==> src/rtl/rk_mem_arbiter.sv <==
// rk_mem_arbiter
//   Shares one SDRAM_Controller between the CPU and the video DMA. Requests
//   are level signals sampled only in IDLE. The winner's command is held on
//   the controller port for ACCESS_CYCLES cycles. The low byte of the read
//   data is then returned with a one-cycle acknowledge.
//
// Ports
//   clk50mhz, reset_n          : clock, synchronous active-low reset
//   cpu_req/we/addr/wdata      : CPU request (read or write)
//   cpu_rdata, cpu_ack         : CPU read data register, completion pulse
//   dma_req/addr               : DMA request (always a read)
//   dma_rdata, dma_ack         : DMA read data register, completion pulse
//   mem_addr/idata/rd/we_n     : command port to SDRAM_Controller
//   mem_odata                  : read data from SDRAM_Controller
//   gnt_cpu, gnt_dma           : access in progress for that requester
module rk_mem_arbiter #(
  parameter int ACCESS_CYCLES = 6
) (
  input  logic        clk50mhz,
  input  logic        reset_n,
  input  logic        cpu_req,
  input  logic        cpu_we,
  input  logic [14:0] cpu_addr,
  input  logic [7:0]  cpu_wdata,
  output logic [7:0]  cpu_rdata,
  output logic        cpu_ack,
  input  logic        dma_req,
  input  logic [14:0] dma_addr,
  output logic [7:0]  dma_rdata,
  output logic        dma_ack,
  output logic [17:0] mem_addr,
  output logic [7:0]  mem_idata,
  output logic        mem_rd,
  output logic        mem_we_n,
  input  logic [15:0] mem_odata,
  output logic        gnt_cpu,
  output logic        gnt_dma
);

  if (ACCESS_CYCLES < 2 || ACCESS_CYCLES > 15) begin : g_bad_access_cycles
    $error("rk_mem_arbiter: ACCESS_CYCLES must be in 2..15");
  end

  localparam logic [3:0] CNT_INIT = 4'(ACCESS_CYCLES - 1);

  typedef enum logic [1:0] {IDLE, ACC, REC} state_t;

  state_t      state_q;
  logic [3:0]  cnt_q;
  logic        last_dma_q;   // 1 = DMA was granted last
  logic        win_dma_q;    // winner of the current access
  logic        we_q;         // current access is a CPU write
  logic [17:0] mem_addr_q;
  logic [7:0]  mem_idata_q;
  logic        mem_rd_q;
  logic        mem_we_n_q;
  logic [7:0]  cpu_rdata_q;
  logic [7:0]  dma_rdata_q;
  logic        cpu_ack_q;
  logic        dma_ack_q;
  logic        gnt_cpu_q;
  logic        gnt_dma_q;
  logic        pick_dma_d;
  logic        unused_odata_hi;

  // Only the low byte of the controller word is used.
  assign unused_odata_hi = ^mem_odata[15:8];

  // Round-robin: on contention the requester not granted last wins.
  always_comb begin
    pick_dma_d = dma_req;
    if (dma_req && cpu_req) pick_dma_d = ~last_dma_q;
  end

  always_ff @(posedge clk50mhz) begin
    if (!reset_n) begin
      state_q     <= IDLE;
      cnt_q       <= '0;
      last_dma_q  <= 1'b0;
      win_dma_q   <= 1'b0;
      we_q        <= 1'b0;
      mem_addr_q  <= '0;
      mem_idata_q <= '0;
      mem_rd_q    <= 1'b0;
      mem_we_n_q  <= 1'b1;
      cpu_rdata_q <= '0;
      dma_rdata_q <= '0;
      cpu_ack_q   <= 1'b0;
      dma_ack_q   <= 1'b0;
      gnt_cpu_q   <= 1'b0;
      gnt_dma_q   <= 1'b0;
    end else begin
      cpu_ack_q <= 1'b0;
      dma_ack_q <= 1'b0;
      case (state_q)
        IDLE: begin
          if (cpu_req || dma_req) begin
            state_q   <= ACC;
            cnt_q     <= CNT_INIT;
            win_dma_q <= pick_dma_d;
            if (pick_dma_d) begin
              we_q       <= 1'b0;
              mem_addr_q <= {3'b000, dma_addr};
              mem_rd_q   <= 1'b1;
              mem_we_n_q <= 1'b1;
              gnt_dma_q  <= 1'b1;
            end else begin
              we_q       <= cpu_we;
              mem_addr_q <= {3'b000, cpu_addr};
              mem_rd_q   <= ~cpu_we;
              mem_we_n_q <= ~cpu_we;
              // idata only changes on a write so it otherwise holds its value
              if (cpu_we) mem_idata_q <= cpu_wdata;
              gnt_cpu_q  <= 1'b1;
            end
          end
        end
        ACC: begin
          if (cnt_q == 4'd0) begin
            // Edge closing the last command cycle: controller data is valid.
            state_q    <= REC;
            mem_rd_q   <= 1'b0;
            mem_we_n_q <= 1'b1;
            last_dma_q <= win_dma_q;
            if (win_dma_q) begin
              dma_rdata_q <= mem_odata[7:0];
              dma_ack_q   <= 1'b1;
            end else begin
              if (!we_q) cpu_rdata_q <= mem_odata[7:0];
              cpu_ack_q <= 1'b1;
            end
          end else begin
            cnt_q <= cnt_q - 4'd1;
          end
        end
        REC: begin
          state_q   <= IDLE;
          gnt_cpu_q <= 1'b0;
          gnt_dma_q <= 1'b0;
        end
        default: state_q <= IDLE;
      endcase
    end
  end

  assign mem_addr  = mem_addr_q;
  assign mem_idata = mem_idata_q;
  assign mem_rd    = mem_rd_q;
  assign mem_we_n  = mem_we_n_q;
  assign cpu_rdata = cpu_rdata_q;
  assign dma_rdata = dma_rdata_q;
  assign cpu_ack   = cpu_ack_q;
  assign dma_ack   = dma_ack_q;
  assign gnt_cpu   = gnt_cpu_q;
  assign gnt_dma   = gnt_dma_q;

endmodule

==> config.mk <==
export PLATFORM = sky130hd
export DESIGN_NAME = rk_mem_arbiter
export DESIGN_NICKNAME = d
export VERILOG_FILES = /design/src/rtl/rk_mem_arbiter.sv
export SDC_FILE = /design/constraint.sdc
export NUM_CORES = 1
export LEC_CHECK = 0
export ABC_CLOCK_PERIOD_IN_PS = 4300
export BUFFER_PORTS_ARGS = -buffer_cell sky130_fd_sc_hd__buf_2
export CAP_MARGIN = 0
export CORE_MARGIN = 1.5
export CORE_UTILIZATION = 45
export DETAILED_ROUTE_END_ITERATION = 7
export PLACE_DENSITY = 0.8
export SYNTH_ARGS = -nofsm -noshare
export SYNTH_HDL_FRONTEND = slang
export SYNTH_SLANG_ARGS = --single-unit
==> constraint.sdc <==
create_clock -name clk50mhz -period 4.3 [get_ports clk50mhz]
set_clock_uncertainty 0.2 [all_clocks]
set_input_delay 0.86 -clock clk50mhz [delete_from_list [all_inputs] [get_ports clk50mhz]]
set_output_delay 0.86 -clock clk50mhz [all_outputs]
set_load 0.05 [all_outputs]
==> flow_summary.json <==
{
  "core_mm2": 0.004755,
  "hold_buffers": 0,
  "path_max_fanout": 16,
  "drive_gt1_frac": 0.3176,
  "yosys_warnings": 0,
  "synth.top_cell.area_share": 0.4821,
  "antenna_cells": 0,
  "synth_cell_type_count": 37,
  "groute.usage.overall": 0.1962,
  "vias_per_cell": 5.177,
  "clockBufferDepth": 2,
  "grt_first_pass_wirelength_mm": 8.418,
  "setup_viol": 0,
  "maxCapViolCount": 0,
  "ys_seq_elements": 54,
  "cts_buffers": 5,
  "vias": 2107,
  "syn_area_mm2": 0.002242,
  "path_clk_slew_ps": 100,
  "cellPowerDensity_mw_per_mm2": 439.5,
  "placed_area_mm2": 0.002720,
  "rsz0062_at_grt": "false",
  "path_class": "input pin to register",
  "fillCellCount": 438,
  "area_growth_pct": 25.56,
  "hold_path_class": "register to register",
  "initial_core_util": 0.4716,
  "start_kind": "input pin",
  "tightest_slew_ps": 1220,
  "cp.arrival_ps": 2420,
  "fin_tns_setup_ps": 0,
  "first_pass_iters": 4,
  "clock_sinks": 54,
  "io_buffers": 95,
  "clock.fmax_ghz": 0.4138,
  "die_area_mm2": 0.005415,
  "die_w_um": 73.59,
  "grt_max_degree": 47,
  "cp-end-kind": "register",
  "cp.required_ps": 4300,
  "timing.slew.headroom": 0.1847,
  "cts_tree": "done",
  "status": "completed",
  "cts_resized": 0,
  "seq_area_frac_synth": 0.4821,
  "drc": 0,
  "cts_root_buf": "clkbuf_8",
  "die_h_um": 73.59,
  "clk_latency_ps": 310,
  "p_leak_nw": 1.396,
  "io_pins": 107,
  "slew_violations": 0,
  "htree_levels": 2,
  "synthTopCellsByArea": "dfxtp_1, nand2_1, mux2i_1",
  "hold_violations": 0,
  "postCtsSetupBuffers": 0,
  "ant_nets": 0,
  "wl_per_cell_um": 13.11,
  "first_global_vias": 1911,
  "hpwlAfterDp_mm": 3.511,
  "nNetsFinal": 399,
  "synth_area_leader_cell": "dfxtp_1",
  "period_needed_ps": 2417,
  "wl_mm": 5.335,
  "vdd.ir_drop.worst_v": 0.0002029,
  "final.period_utilization": 0.5620,
  "drt_iter0_markers": 94,
  "antenna_found_initial": 0,
  "placementRows": 25,
  "place_congestion": 0.7063,
  "synthCells": 255,
  "fin_area_mm2": 0.002815,
  "avgSynthCellArea_um2": 8.793,
  "globalRouteOverflowTotal": 0
}
==> placed cells by master, fill, tap and decap left out <==
cell type and n:
conb_1 3, a21o_1 1, or3b_1 1, or4_4 1, clkbuf_8 6, dfxtp_1 54
nor2_1 5, a211oi_1 1, a21bo_1 1, o31a_1 1, a21oi_1 18, a21boi_0 2
inv_6 1, and4_2 1, inv_1 5, ha_1 1, a21boi_1 1, nor3b_1 1
a311oi_1 15, or4_1 1, nand3_1 1, nor4_1 1, or2_2 2, nor2b_1 1
a31oi_1 2, nand2b_1 2, buf_4 2, buf_2 95, mux2i_1 24, o41ai_1 1
o21ai_0 3, nor3_1 4, o21a_1 4, and4_1 1, clkbuf_1 1, a221oi_1 3
nand2_1 72, and2_1 1
==> state kept, by name (all words and copies together), names as in the netlist <==
signal and cells:
we_q 1, dma_rdata 8, last_dma_q 1, mem_rd 1, mem_we_n 1, gnt_dma 1
win_dma_q 1, cnt_q 4, gnt_cpu 1, state_q 2, mem_idata 8, dma_ack 1
cpu_ack 1, mem_addr 15, cpu_rdata 8
==> synthesized netlist by cell type (all sizes together) <==
cell,count
nand2,72
dfxtp,54
mux2i,24
a21oi,18
clkbuf,16
a311oi,15
buf,6
inv,5
nor2,5
nor3,4
o21a,4
a21boi,3
a221oi,3
o21ai,3
a31oi,2
and4,2
nand2b,2
or2,2
or4,2
a211oi,1
a21bo,1
a21o,1
and2,1
conb,1
ha,1
nand3,1
nor2b,1
nor3b,1
nor4,1
o31a,1
o41ai,1
or3b,1
==> worst paths after layout <==
check / cells after the start / endpoint / from / slack [ps]
worst max-delay path: 4 / mem_addr[4] / cpu_req / 1880
worst min-delay path: 2 / mem_idata[5] / mem_idata[5] / 260
worst max register to register: 4 / mem_addr[4] / state_q[1] / 1950
worst min register to register: 2 / mem_idata[5] / mem_idata[5] / 260
==> kinds of logic after synthesis <==
family / Yosys count / synth area share
adder cells (fa/ha/maj): 1 / 0.005579
buffers and inverters: 27 / 0.05469
AO/OA/AOI/OAI: 53 / 0.1652
AND/OR/NAND/NOR: 95 / 0.1836
flip-flops: 54 / 0.4821
multiplexers: 24 / 0.1071
other: 1 / 0.001673
==> worst max-delay path, cell delays in order <==
cell and delay, ps:
buf_2 130, a21boi_1 950, nand2_1 140, a311oi_1 340
==> final cells by class <==
type | count | area, um2 | area share
sequential | 54 | 1081 | 0.3840
multi-input combinational | 176 | 1046 | 0.3716
timing repair buffer | 97 | 490.5 | 0.1742
clock buffer | 7 | 86.33 | 0.03067
tap | 67 | 83.83 | 0.02978
inverter | 5 | 18.77 | 0.006667
clock inverter | 1 | 8.758 | 0.003111
==> per-layer routing <==
layer / routed length (um) / track usage / vias up
met3: 518 / 0.06173 / 6
li1: - / - / 1045
met4: 55 / 0.04938 / 0
met2: 2312 / 0.3413 / 97
met1: 2449 / 0.2336 / 959
met5: 0 / 0 / -
==> through the flow <==
step / hold slack [ps] / power [mW] / setup slack [ps] / utilization / instances
after floorplan: 240.5 / 0.8617 / 2101 / - / 257
after global placement: 240.2 / 0.9421 / 1613 / 0.5721 / 399
after detailed placement: 247.2 / 0.9483 / 1569 / 0.5721 / 399
after CTS: 266.4 / 1.245 / 1887 / 0.5921 / 407
after global routing: 282.0 / 1.294 / 1766 / 0.5921 / 407
final: 260.9 / 1.237 / 1883 / 0.5921 / 407
==> report_power, final <==
group / leakage, nW / internal, mW / switching (mW) / total, mW
clock network: 0.0489 / 0.133 / 0.165 / 0.298
registers: 0.442 / 0.547 / 0.0266 / 0.573
logic: 0.905 / 0.105 / 0.261 / 0.366
total: 1.40 / 0.785 / 0.452 / 1.24
(Power assumes the default switching activity.)
